**config.mk**
```make
export PLATFORM = sky130hd
export DESIGN_NAME = bch_syndrome_check_flat
export DESIGN_NICKNAME = d
export VERILOG_FILES = /design/src/rtl/bch_syndrome_check_if.sv /design/src/rtl/bch_syndrome_check.sv /design/src/flat_wrapper.sv
export SDC_FILE = /design/constraint.sdc
export NUM_CORES = 1
export LEC_CHECK = 0
export BUFFER_PORTS_ARGS = -buffer_cell sky130_fd_sc_hd__buf_2
export CAP_MARGIN = 10
export CORE_ASPECT_RATIO = 0.7
export CORE_MARGIN = 4
export CORE_UTILIZATION = 25
export DETAILED_ROUTE_END_ITERATION = 10
export HOLD_SLACK_MARGIN = 0.1
export MAX_ROUTING_LAYER = met4
export PLACE_DENSITY = 0.52
export SYNTH_ARGS = -nofsm -noshare
export SYNTH_HDL_FRONTEND = slang
export SYNTH_SLANG_ARGS = --single-unit
```
**constraint.sdc**
```tcl
create_clock -name clk -period 2 [get_ports clk]
set_input_delay 0.2 -clock clk [delete_from_list [all_inputs] [get_ports clk]]
set_output_delay 0.2 -clock clk [all_outputs]
set_load 0.05 [all_outputs]
```
**src/rtl/bch_syndrome_check_if.sv**
```systemverilog
// Handshake and result bundle between the codeword source and the syndrome checker.
// The master drives start/codeword_in; the checker (slave) returns status and results.
interface bch_syndrome_check_if #(
  parameter int N = 64,
  parameter int K = 40
);
  logic             start;
  logic [N-1:0]     codeword_in;
  logic             busy;
  logic             done;
  logic [N-K-1:0]   syndrome;
  logic             error;
  logic [K-1:0]     data_out;

  modport master (
    output start, codeword_in,
    input  busy, done, syndrome, error, data_out
  );

  modport slave (
    input  start, codeword_in,
    output busy, done, syndrome, error, data_out
  );
endinterface

```
**src/rtl/bch_syndrome_check.sv**
```systemverilog
// Receive-side checker: shifts a latched 64-bit codeword MSB-first through the
// 24-bit generator LFSR and reports syndrome, error flag and the data field.
//
// state | meaning
// IDLE  | waiting for start; results from the last check are held
// SHIFT | one codeword bit per clock through the LFSR, cnt = 0..N-1
// DONE  | one-cycle result strobe; start here re-arms immediately
module bch_syndrome_check #(
  parameter int N = 64,
  parameter int K = 40
) (
  input logic              clk,
  input logic              rst,
  bch_syndrome_check_if.slave bus
);

  // The tap positions below are fixed for the 24-bit generator, so N-K must be 24.
  localparam int P  = N - K;
  localparam int CW = $clog2(N + 1);

  typedef enum logic [1:0] {IDLE, SHIFT, DONE} state_t;

  state_t         state;
  logic [CW-1:0]  cnt;
  logic [P-1:0]   r;
  logic [P-1:0]   r_next;
  logic [N-1:0]   shadow;
  logic [K-1:0]   data_hold;
  logic           fb;

  always_comb begin
    fb        = shadow[N-1] ^ r[0];
    r_next    = {fb, r[P-1:1]};
    r_next[4]  = r[5]  ^ fb;
    r_next[8]  = r[9]  ^ fb;
    r_next[14] = r[15] ^ fb;
    r_next[19] = r[20] ^ fb;
  end

  always_ff @(posedge clk or negedge rst) begin
    if (!rst) begin
      state        <= IDLE;
      cnt          <= '0;
      r            <= '0;
      shadow       <= '0;
      data_hold    <= '0;
      bus.busy     <= 1'b0;
      bus.done     <= 1'b0;
      bus.syndrome <= '0;
      bus.error    <= 1'b0;
      bus.data_out <= '0;
    end else begin
      bus.done <= 1'b0;
      case (state)
        IDLE, DONE: begin
          if (bus.start) begin
            state     <= SHIFT;
            shadow    <= bus.codeword_in;
            data_hold <= bus.codeword_in[N-1:N-K];
            r         <= '0;
            cnt       <= '0;
            bus.busy  <= 1'b1;
          end else begin
            state <= IDLE;
          end
        end
        SHIFT: begin
          // shadow moves left so the bit under test is always its MSB
          shadow <= shadow << 1;
          r      <= r_next;
          cnt    <= cnt + 1'b1;
          if (cnt == CW'(N - 1)) begin
            state        <= DONE;
            bus.busy     <= 1'b0;
            bus.done     <= 1'b1;
            bus.syndrome <= r_next;
            bus.error    <= |r_next;
            bus.data_out <= data_hold;
          end
        end
        default: state <= IDLE;
      endcase
    end
  end

endmodule
```
**src/flat_wrapper.sv**
```systemverilog
// flat-port wrapper written by rule: the top's interface ports become plain ports
module bch_syndrome_check_flat 
#(
  parameter int N = 64,
  parameter int K = 40
)
  (clk, rst, bus_start, bus_codeword_in, bus_busy, bus_done, bus_syndrome, bus_error, bus_data_out);
  bch_syndrome_check_if #(.N(N), .K(K)) bus_i ();
  input logic clk;
  input logic rst;
  input wire logic [$bits(bus_i.start)-1:0] bus_start;
  input wire logic [$bits(bus_i.codeword_in)-1:0] bus_codeword_in;
  output wire logic [$bits(bus_i.busy)-1:0] bus_busy;
  output wire logic [$bits(bus_i.done)-1:0] bus_done;
  output wire logic [$bits(bus_i.syndrome)-1:0] bus_syndrome;
  output wire logic [$bits(bus_i.error)-1:0] bus_error;
  output wire logic [$bits(bus_i.data_out)-1:0] bus_data_out;
  assign bus_i.start = bus_start;
  assign bus_i.codeword_in = bus_codeword_in;
  assign bus_busy = bus_i.busy;
  assign bus_done = bus_i.done;
  assign bus_syndrome = bus_i.syndrome;
  assign bus_error = bus_i.error;
  assign bus_data_out = bus_i.data_out;
  bch_syndrome_check #(.N(N), .K(K)) u_core (.clk(clk), .rst(rst), .bus(bus_i));
endmodule
```
==> key figures, run 1 <==
Critical path
  – WP data required: about 2.4 ns
  – Critical path type: flip-flop to flip-flop
  – Crit path max fanout: 30
  – Worst EP arrival: 2.28 ns
  – Slowest cell on crit path: dfrtp_1
  – Cells along the critical path: ha_2, nand4b_4, nor3_4, buf_4, clkbuf_16, mux2_2
  – Flop-to-flop setup slack: roughly 0.12 ns
  – Worst Setup SP: u_core.cnt[0]
  – RR Startpoint: u_core.cnt[0]
  – Max incr delay on CP: between 0.3 and 0.4 ns
  – Worst reg2reg path endpoint: u_core.bus.data_out[15]
  – R2r worst-path depth: 6
  – CP Capture Type: flip-flop
  – Worst setup SP type: flip-flop

Logic synthesis
  – Post-synthesis area per instance: ~11 µm²
  – Complex-gate fraction of the synthesized area: 0.08600
  – Asr flop ratio synth: 1.000
  – Syn_nets: 768
  – Mapped Cells: roughly 700
  – Part of the Yosys area used for sequential elements: 0.6403
  – Adder-cell share of the synthesized area: 0.003139
  – Library cells used by synthesis: 33
  – Mux contribution to synthesized area: 0.08883
  – Post-synth EDFFs: 0
  – Seq cells post-synth: slightly above 200
  – Post-Synth XOR/XNOR Area: 0.004394
  – Simple-gate share of the synthesized area: 0.1485
  – Synth Cell Area: roughly 0.0080 mm²
  – Combinational family with the most area after synthesis: simple AND/OR/NAND/NOR gates
  – Ys Warns: 0
  – Synth Flop Type: dfrtp_1

STA
  – Slew at the pin closest to its max-slew limit: between 0.4 and 0.5 ns
  – Final Cycle Share: 0.9394
  – Final setup fails: 0
  – Sum of negative setup slack: 0 ns
  – Final Max Tran Viols: 0
  – Fin Clk Skew: about 0.018 ns
  – Hold slack: ~0.21 ns
  – Slew HR: 0.6750
  – Worst Slack Setup Final: ~0.12 ns
  – Final Hold Fails: 0
  – Fmax: about 530 MHz
  – Unrepaired setup endpoints after global routing: false
  – Final min period: about 1.9 ns

Finish
  – Commonest cells after routing, fill and taps aside: 254 x nand2_1, 204 x dfrtp_1, 132 x buf_2, 65 x dlygate4sd3_1, 62 x mux2_2
  – Share of layout cells above drive strength 1: 0.2891
  – Area delta synth->final: 35.66%
  – Fillers: ~3,100
  – Commonest non-fill, non-tap cell in the layout: nand2_1
  – Layout Cells excl Fill: 1,341
  – Final Util: 0.3457
  – Nets: about 1,000

Flow run
  – Max_cap viols: 0

Floorplan
  – Core region area: ~0.031 mm²
  – Number of I/O pins: around 130
  – DIE AREA: between 0.03 and 0.04 mm²
  – Rows: 54
  – Die W: ~220 µm
  – DIE HEIGHT: 157.4 µm
  – Initial cell density of the core: 0.2549

Power
  – Worst VDD drop: roughly 0.00058 V
  – Internal power: roughly 0.0096 W
  – Switching power: between 0.003 and 0.004 W
  – Leakage power: between 5 and 6 nW
  – Reg power frac: 0.458
  – PwrDens: around 1200 mW/mm²
  – Sw Ratio: 0.2841
  – Clock power frac: 0.357
  – Comb power frac: 0.184

Global routing
  – Grt ovf: 0
  – Pin count of the biggest net entering global routing: around 60
  – Vias in the first global route: 5,926
  – First-pass GRT wire length: around 33,000 µm
  – Global Route Usage Sum: 0.1210
  – Initial antenna violation count: 1

Detailed routing
  – Drt drc: 0
  – DRT Pass-1 Iters: 4
  – Vias: a little under 6,000
  – Antenna-violating nets left: 0
  – Vias/cell: between 4 and 5
  – DR iter-0 viols: between 300 and 400
  – Total wire length: roughly 21,000 µm
  – Routed WL per cell: around 15 µm

Place
  – Port Buffers: around 130
  – Dpl cells: 1,232
  – Post-DP HPWL: 13,290 µm
  – RD Place Congestion: ~0.72
  – Pre-CTS WS: between 0.06 and 0.07 ns

Status
  – Status: finished, final reports clean

Clock network
  – Clock sink count: 204
  – Number of CTS-inserted buffers: 22
  – CTS tree: built
  – Worst-skew pair later-pin latency: 0.52 ns
  – CTS max path bufs: 3
  – Clock root buffer: clkbuf_16
  – Clock transition at the registers of the reported paths: around 0.060 ns
  – H-tree Lvls: 1

Hold path
  – Min-delay worst type: input port to asynchronous set/reset pin
-- per-stage QoR --
step,instance area (µm²),total power (W)
after floorplan,7973,0.007726
final,10820,0.01345
after global routing,10820,0.01432
after CTS,10770,0.01366
after global placement,9251,0.008576
after detailed placement,9251,0.008647
-- layer usage --
metal	global-route usage	wire length (µm)	share of wire
met1	0.1763	10420	0.51
met2	0.1719	8625	0.42
met3	0.02927	1193	0.058
met4	0.02509	382	0.019
met5	-	0	0
-- power groups by stage --
stage          Clock [W]  Sequential (W)  Combinational (W)
2_1_floorplan          0         0.00615            0.00157
3_3_place_gp           0         0.00621            0.00237
3_5_place_dp           0         0.00623            0.00242
4_1_cts          0.00496         0.00616            0.00253
5_1_grt          0.00513         0.00634            0.00285
6_report         0.00481         0.00616            0.00248
-- layout make-up --
class	count	area, µm²	area share
sequential	204	5105	0.4720
multi-input combinational	450	2663	0.2462
timing repair buffer	222	1637	0.1513
clock buffer	33	671.9	0.06212
tap	420	525.5	0.04859
clock inverter	7	196.4	0.01816
inverter	4	15.01	0.001388
antenna	1	2.502	0.0002314
-- timing repair --
action | 4_1_cts | 5_1_grt
endpoints found under the setup margin | 0 | 52
endpoints found under the hold margin | 308 | 0
gates resized for setup | 0 | 5
hold buffers | 65 | 0
buffers inserted | 0 | 2
-- worst max-delay path: cells and delay by family (launching register included) --
kind | cells | cell delay [ns]
adder cells (fa/ha/maj) | 1 | 0.25
AND/OR/NAND/NOR | 2 | 0.37
flip-flops | 1 | 0.39
multiplexers | 1 | 0.35
buffers and inverters | 2 | 0.38
-- flip-flops by register name (all words and copies together) (netlist names) --
signal and flops:
u_core.bus.data_out 40, u_core.bus.error 1, u_core.bus.syndrome 24, u_core.r 24, u_core.bus.done 1, u_core.bus.busy 1
u_core.state 2, u_core.shadow 64, u_core.cnt 7, u_core.data_hold 40
-- cells by family after synthesis --
kind of cell | after synthesis
flops | 204
fa+ha+maj | 2
buf+inv | 45
mux | 63
simple gates | 291
xor+xnor | 4
compound gates | 90
-- synthesized netlist by cell type (all sizes together), types with 3 or more instances --
library cell | number | area, µm²
nand2b | 3 | 18.77
nand2 | 254 | 953.4
buf | 16 | 121.4
nor4 | 4 | 25.02
a22oi | 50 | 375.4
nor2 | 5 | 21.27
clkbuf | 25 | 93.84
xnor2 | 3 | 26.28
o211ai | 3 | 22.52
a22o | 24 | 214.0
nor3 | 3 | 26.28
dfrtp | 204 | 5105
inv | 4 | 15.01
mux2 | 62 | 698.2
o21ai | 8 | 40.04
nand3 | 16 | 80.08
-- worst max path at each step --
| stage | to | cells past startpoint |
|---|---|---|
| final | u_core.bus.data_out[15] | 6 |
| after global routing | u_core.bus.error | 6 |
| after CTS | u_core.bus.data_out[11] | 5 |
| after detailed placement | u_core.bus.data_out[14] | 5 |
| after global placement | u_core.bus.data_out[16] | 5 |
| after floorplan | u_core.bus.data_out[0] | 5 |
No activity file was read; power rests on OpenSTA's default activity.
==> run 2: changes to the inputs <==
ABC_AREA = 1   (was default)
SLEW_MARGIN = 40   (was default)
==> key figures, run 2 <==
Finish
  – Commonest non-fill, non-tap cell in the layout: nand2_1
  – Nets: 1,109 (+14%)
  – Share of layout cells above drive strength 1: 0.1896 (-0.09956)
  – Commonest cells after routing, fill and taps aside: 338 x nand2_1, 204 x dfrtp_1, 132 x buf_2, 68 x inv_1, 66 x dlygate4sd3_1
  – Largest Register: u_core.shadow
  – Max FFs per register: 64 (unchanged)
  – Top flop regs: u_core.shadow: 64 flops, u_core.bus.data_out: 40 flops, u_core.data_hold: 40 flops
  – Final Util: 0.3401 (-0.005650)
  – Area delta synth->final: 34.30%

Global routing
  – GR Layer Usage met1: 0.1896 (+0.01333)
  – Grt ovf: 0 (unchanged)
  – Met3 Track Usage GR: 0.03203 (+0.002757)
  – First-pass GRT wire length: 34,940 µm (+4.8%)
  – Global Route Usage Sum: 0.1300 (+0.009012)
  – Met2 Usage GRT: 0.1831 (+0.01116)
  – Vias in the first global route: 6,383 (+7.7%)
  – GR peak layer: met1
  – Pin count of the biggest net entering global routing: 89 (+46%)
  – Initial antenna violation count: 2 (+1)

Critical path
  – WP data required: 2.43 ns (+0.03 ns)
  – Max incr delay on CP: 0.39 ns (about the same)
  – CP Capture Type: flip-flop
  – Flop-to-flop setup slack: 0.29 ns (+0.16 ns)
  – Cells along the critical path: ha_1, nand2_1, nor2_2, nand2_2, nor2_4, clkinv_2, buf_12, nand2_1, inv_1, a21oi_1
  – RR Startpoint: u_core.cnt[0]
  – R2r worst-path depth: 10 (+4)
  – Critical path type: flip-flop to flip-flop
  – Slowest cell on crit path: dfrtp_1
  – CP dominant cell by count: nand2_1
  – Worst setup SP type: flip-flop
  – Worst reg2reg path endpoint: u_core.bus.error
  – Crit path max fanout: 88 (+190%)
  – Worst EP arrival: 2.15 ns (-0.13 ns)

STA
  – Final Cycle Share: 0.8571 (-0.08232)
  – Worst Slack Setup Final: 0.2859 ns (+0.1646 ns)
  – Slew HR: 0.6278 (-0.04718)
  – Final setup fails: 0 (unchanged)
  – Hold slack: 0.2011 ns (-0.01231 ns)
  – Slew at the pin closest to its max-slew limit: 0.5583 ns (+0.07077 ns)
  – Final Max Tran Viols: 0 (unchanged)
  – Final Hold Fails: 0 (unchanged)
  – Final min period: 1.714 ns (-0.1646 ns)
  – Fmax: 583.4 MHz (+9.6%)
  – Unrepaired setup endpoints after global routing: false
  – Sum of negative setup slack: 0 ns (unchanged)
  – Fin Clk Skew: 0.007123 ns (-0.01077 ns)

Logic synthesis
  – Asr flop ratio synth: 1.000 (unchanged)
  – Library cells used by synthesis: 24 (-27%)
  – Most frequent cells after synthesis: 339 x nand2_1, 204 x dfrtp_1, 69 x inv_1, 47 x nand3_1, 38 x o21ai_1
  – Part of the Yosys area used for sequential elements: 0.6472 (+0.006907)
  – Post-synth EDFFs: 0 (unchanged)
  – Post-synthesis area per instance: 9.401 µm² (-18%)
  – Seq cells post-synth: 204 (unchanged)
  – Synth Flop Type: dfrtp_1
  – Mapped Cells: 839 (+20%)
  – Dominant cells by area after synthesis: dfrtp_1 65%, nand2_1 16%, inv_1 3.3%
  – Most frequent cell after synthesis: nand2_1
  – Syn_nets: 908 (+18%)
  – Synth Cell Area: 0.007888 mm² (-1.1%)
  – Largest area contributor in the netlist: dfrtp_1
  – Top cell type's share of synthesized area: 0.6472 (+0.006907)
  – Ys Warns: 0 (unchanged)

Power
  – Worst VDD drop: 0.0003056 V (-47%)
  – Clock power frac: 0.506 (+0.149)
  – Sw Ratio: 0.2086 (-0.07551)
  – PwrDens: 840.7 mW/mm² (-32%)
  – Leakage power: 5.486 nW (+5.4%)
  – Switching power: 0.001858 W (-51%)
  – Internal power: 0.007047 W (-27%)
  – Comb power frac: 0.030 (-0.154)
  – Reg power frac: 0.463 (+0.005)

Clock network
  – Total setup buffers inserted after CTS: 0 (unchanged)
  – H-tree Lvls: 1 (unchanged)
  – Post_cts resized: 0 (unchanged)
  – CTS max path bufs: 3 (unchanged)
  – Worst-skew pair later-pin latency: 0.51 ns (about the same)
  – Clock sink count: 204 (unchanged)
  – CTS Hold Bufs: 66 (+1.5%)
  – CTS tree: built
  – Clock root buffer: clkbuf_16
  – Clock transition at the registers of the reported paths: 0.06 ns (about the same)
  – Number of CTS-inserted buffers: 23 (+4.5%)

Detailed routing
  – DR iter-0 viols: 375 (-1.1%)
  – Vias: 6,266 (+8.5%)
  – Routed WL per cell: 14.54 µm (-5.4%)
  – Total wire length: 21,480 µm (+4.2%)
  – Vias/cell: 4.242 (-1.5%)
  – Drt drc: 0 (unchanged)
  – DRT Pass-1 Iters: 4 (unchanged)
  – Antenna-violating nets left: 0 (unchanged)

Floorplan
  – Initial cell density of the core: 0.2532 (-0.001626)
  – Number of I/O pins: 134 (unchanged)
  – Die W: 220.3 µm (-0.52%)
  – DIE AREA: 0.03450 mm² (-1.0%)
  – DIE HEIGHT: 156.6 µm (-0.51%)
  – Core region area: 0.03115 mm² (-0.43%)
  – Rows: 54 (unchanged)

Place
  – Pre-CTS WS: 0.2701 ns (+0.2044 ns)
  – Port Buffers: 133 (unchanged)
  – Post-DP HPWL: 13,930 µm (+4.8%)
  – RD Place Congestion: 0.7561 (+5.3%)

Status
  – Status: finished, final reports clean

Flow run
  – Max_cap viols: 0 (unchanged)

Hold path
  – Min-delay worst type: input port to asynchronous set/reset pin
run 2: area by class of cell:
class | count | area (µm²)
diodes | 2 | 5.005
clock buffers | 29 | 638.1
clock inverters | 11 | 165.2
fillers | 3274 | 20550
inverters | 73 | 275.3
multi-input cells | 519 | 2318
flip-flops and latches | 204 | 5105
well taps | 420 | 525.5
repair buffers | 219 | 1560
run 2: per-stage QoR:
stage	area, µm²	total power (W)	cells
2_1_floorplan	7888	0.004204	839
3_3_place_gp	9124	0.004379	1369
3_5_place_dp	9124	0.004380	1369
4_1_cts	10590	0.009054	1475
5_1_grt	10590	0.009254	1477
6_report	10590	0.008905	1477
run 2: how the worst max path moves through the flow:
stage | from | to | cells after the start
CTS | u_core.cnt[0] | u_core.bus.error | 10
finish | u_core.cnt[0] | u_core.bus.error | 10
global placement | u_core.cnt[0] | u_core.bus.error | 10
floorplan | u_core.cnt[0] | u_core.bus.data_out[26] | 10
detailed placement | u_core.cnt[0] | u_core.bus.error | 10
global route | u_core.cnt[0] | u_core.bus.error | 10
run 2: metal layers:
metal	part of all wire	vias to the layer above
met5	0	-
met4	0.022	0
met3	0.059	40
met2	0.41	141
met1	0.51	2999
li1	-	3086
run 2: power by group through the flow:
stage / Clock [W] / Combinational [W] / Sequential [W]
2_1_floorplan: 0 / 0.000000000425 / 0.00420
3_3_place_gp: 0 / 0.000176 / 0.00420
3_5_place_dp: 0 / 0.000177 / 0.00420
4_1_cts: 0.00465 / 0.000278 / 0.00413
5_1_grt: 0.00483 / 0.000306 / 0.00412
6_report: 0.00451 / 0.000272 / 0.00413
run 2: critical path: cells and delay by family (launching register included):
| kind | cells | cell delay (ns) |
|---|---|---|
| compound gates | 1 | 0.10 |
| fa+ha+maj | 1 | 0.18 |
| buf+inv | 3 | 0.36 |
| flops | 1 | 0.39 |
| simple gates | 5 | 0.57 |
run 2: cell families (layout without fill, tap and decap cells):
family | Yosys count | count (layout) | synth area share
AO/OA/AOI/OAI | 113 | 113 | 0.08772
buffers and inverters | 116 | 332 | 0.05980
other | 0 | 2 | 0
flip-flops | 204 | 204 | 0.6472
adder cells (fa/ha/maj) | 2 | 2 | 0.003172
AND/OR/NAND/NOR | 404 | 404 | 0.2021
==> run 3: changes to the inputs <==
clock period = 2.1 ns   (was 2 ns; I/O delays follow)
==> key figures, run 3 (same netlist as run 2, synthesis figures left out) <==
Floorplan
  – Number of I/O pins: 134 (unchanged)
  – DIE HEIGHT: 156.6 µm (unchanged)
  – DIE AREA: 0.03450 mm² (unchanged)
  – Initial cell density of the core: 0.2532 (unchanged)
  – Die W: 220.3 µm (unchanged)
  – Rows: 54 (unchanged)
  – Core region area: 0.03115 mm² (unchanged)

Critical path
  – CP Capture Type: flip-flop
  – Worst Setup SP: u_core.cnt[0]
  – Worst setup SP type: flip-flop
  – Crit path max fanout: 29 (-67%)
  – WP data required: 2.50 ns (+0.07 ns)
  – Critical path type: flip-flop to flip-flop
  – RR Startpoint: u_core.cnt[0]
  – Worst EP arrival: 2.15 ns (about the same)

STA
  – Final Max Tran Viols: 0 (unchanged)
  – Slew at the pin closest to its max-slew limit: 0.5633 ns (+0.004947 ns)
  – Worst Slack Setup Final: 0.3413 ns (+0.05542 ns)
  – Final Cycle Share: 0.8375 (-0.01958)
  – Fmax: 568.6 MHz (-2.5%)
  – Final setup fails: 0 (unchanged)
  – Final Hold Fails: 0 (unchanged)
  – Unrepaired setup endpoints after global routing: false
  – Sum of negative setup slack: 0 ns (unchanged)
  – Fin Clk Skew: 0.006778 ns (-0.0003446 ns)
  – Slew HR: 0.6245 (-0.003298)
  – Final min period: 1.759 ns (+0.04458 ns)

Clock network
  – Clock transition at the registers of the reported paths: 0.06 ns (about the same)
  – Worst-skew pair later-pin latency: 0.51 ns (about the same)
  – Clock root buffer: clkbuf_16
  – Number of CTS-inserted buffers: 23 (unchanged)
  – CTS max path bufs: 3 (unchanged)
  – Clock sink count: 204 (unchanged)
  – Total setup buffers inserted after CTS: 0 (unchanged)
  – CTS tree: built
  – Post_cts resized: 0 (unchanged)
  – H-tree Lvls: 1 (unchanged)

Finish
  – Commonest non-fill, non-tap cell in the layout: nand2_1
  – Area delta synth->final: 33.49%
  – Top flop regs: u_core.shadow: 64 flops, u_core.bus.data_out: 40 flops, u_core.data_hold: 40 flops
  – Share of layout cells above drive strength 1: 0.1865 (-0.003084)
  – Commonest cells after routing, fill and taps aside: 338 x nand2_1, 204 x dfrtp_1, 132 x buf_2, 68 x inv_1, 65 x dlygate4sd3_1
  – Largest Register: u_core.shadow
  – Max FFs per register: 64 (unchanged)
  – Fillers: 3,207 (-2.0%)
  – Nets: 1,104 (-0.45%)

Global routing
  – Pin count of the biggest net entering global routing: 103 (+16%)
  – Global Route Usage Sum: 0.1262 (-0.003800)
  – Vias in the first global route: 6,353 (-0.47%)
  – Initial antenna violation count: 1 (-1)
  – First-pass GRT wire length: 34,310 µm (-1.8%)
  – Grt ovf: 0 (unchanged)

Detailed routing
  – DRT Pass-1 Iters: 4 (unchanged)
  – Vias: 6,184 (-1.3%)
  – Total wire length: 20,930 µm (-2.6%)
  – DR iter-0 viols: 341 (-9.1%)
  – Antenna-violating nets left: 0 (unchanged)
  – Vias/cell: 4.201 (-0.97%)
  – Routed WL per cell: 14.22 µm (-2.2%)
  – Drt drc: 0 (unchanged)

Hold path
  – Min-delay worst type: input port to asynchronous set/reset pin

Place
  – Post-DP HPWL: 13,530 µm (-2.9%)
  – Pre-CTS WS: 0.3200 ns (+0.04990 ns)
  – RD Place Congestion: 0.7324 (-3.1%)
  – Port Buffers: 133 (unchanged)

Power
  – Leakage power: 5.454 nW (-0.58%)
  – PwrDens: 789.1 mW/mm² (-6.1%)
  – Worst VDD drop: 0.0004057 V (+33%)

Flow run
  – Max_cap viols: 0 (unchanged)

Status
  – Status: finished, final reports clean
==> run 3: cell count changes in the layout (fill, tap and decap cells not counted), sizes merged <==
cell | before | now
diode | 2 | 1
buf | 152 | 148
bufinv | 4 | 3
clkinv | 7 | 9
dlygate4sd3 | 66 | 65
==> run 3: power by group <==
part	internal, W	leakage (nW)	switching, W
registers	0.00393	2.65	0
clock network	0.00249	0.383	0.00164
logic	0.000135	2.42	0.000117
==> run 3: layout make-up <==
cell class              instances  area (µm²)  share of cell area
flip-flops and latches        204        5105              0.4849
multi-input cells             519        2318              0.2202
repair buffers                214        1533              0.1456
clock buffers                  29       628.1             0.05966
well taps                     420       525.5             0.04991
inverters                      73       275.3             0.02614
clock inverters                12       141.4             0.01343
diodes                          1       2.502           0.0002377
==> run 3: final timing paths <==
kind / end / slack, ns / depth (start not counted)
max: u_core.bus.error / 0.34 / 9
max in group asynchronous: u_core.bus.data_out[6] / 1.21 / 3
min in group clk: u_core.data_hold[24] / 0.22 / 5
max reg2reg: u_core.bus.error / 0.34 / 9
min: u_core.bus.data_out[33] / 0.22 / 2
min reg2reg: u_core.bus.data_out[7] / 0.46 / 2
==> run 3: timing repair <==
action                     CTS  global route
hold endpoints to repair   263             0
hold buffers                65             0
setup endpoints to repair    0             0
==> run 3: critical path, stage by stage, from the launching register on <==
cell and delay (ns):
dfrtp_1 0.38, ha_1 0.18, nand2_1 0.08, nor2_2 0.12, nand2_2 0.11, nor2_4 0.11
buf_4 0.36, nand2_1 0.12, nor2_1 0.12, a21oi_1 0.07
==> run 3: metrics by stage <==
step | utilization | std cells | total power (W) | area [µm²] | hold slack, ns
2_1_floorplan | - | 839 | 0.004004 | 7888 | -0.08559
3_3_place_gp | 0.2924 | 1365 | 0.004169 | 9106 | 0.2112
3_5_place_dp | 0.2924 | 1365 | 0.004169 | 9106 | 0.2110
4_1_cts | 0.3380 | 1471 | 0.008452 | 10530 | 0.2038
5_1_grt | 0.3380 | 1472 | 0.008644 | 10530 | 0.2858
6_report | 0.3380 | 1472 | 0.008308 | 10530 | 0.2177
==> run 3: per-layer routing <==
layer  vias up  track usage  routed length (µm)
li1       3082            -                   -
met1      2959       0.1859               10910
met2       114       0.1801                8674
met3        29      0.02717                1002
met4         0      0.02331                 346
met5         -            -                   0
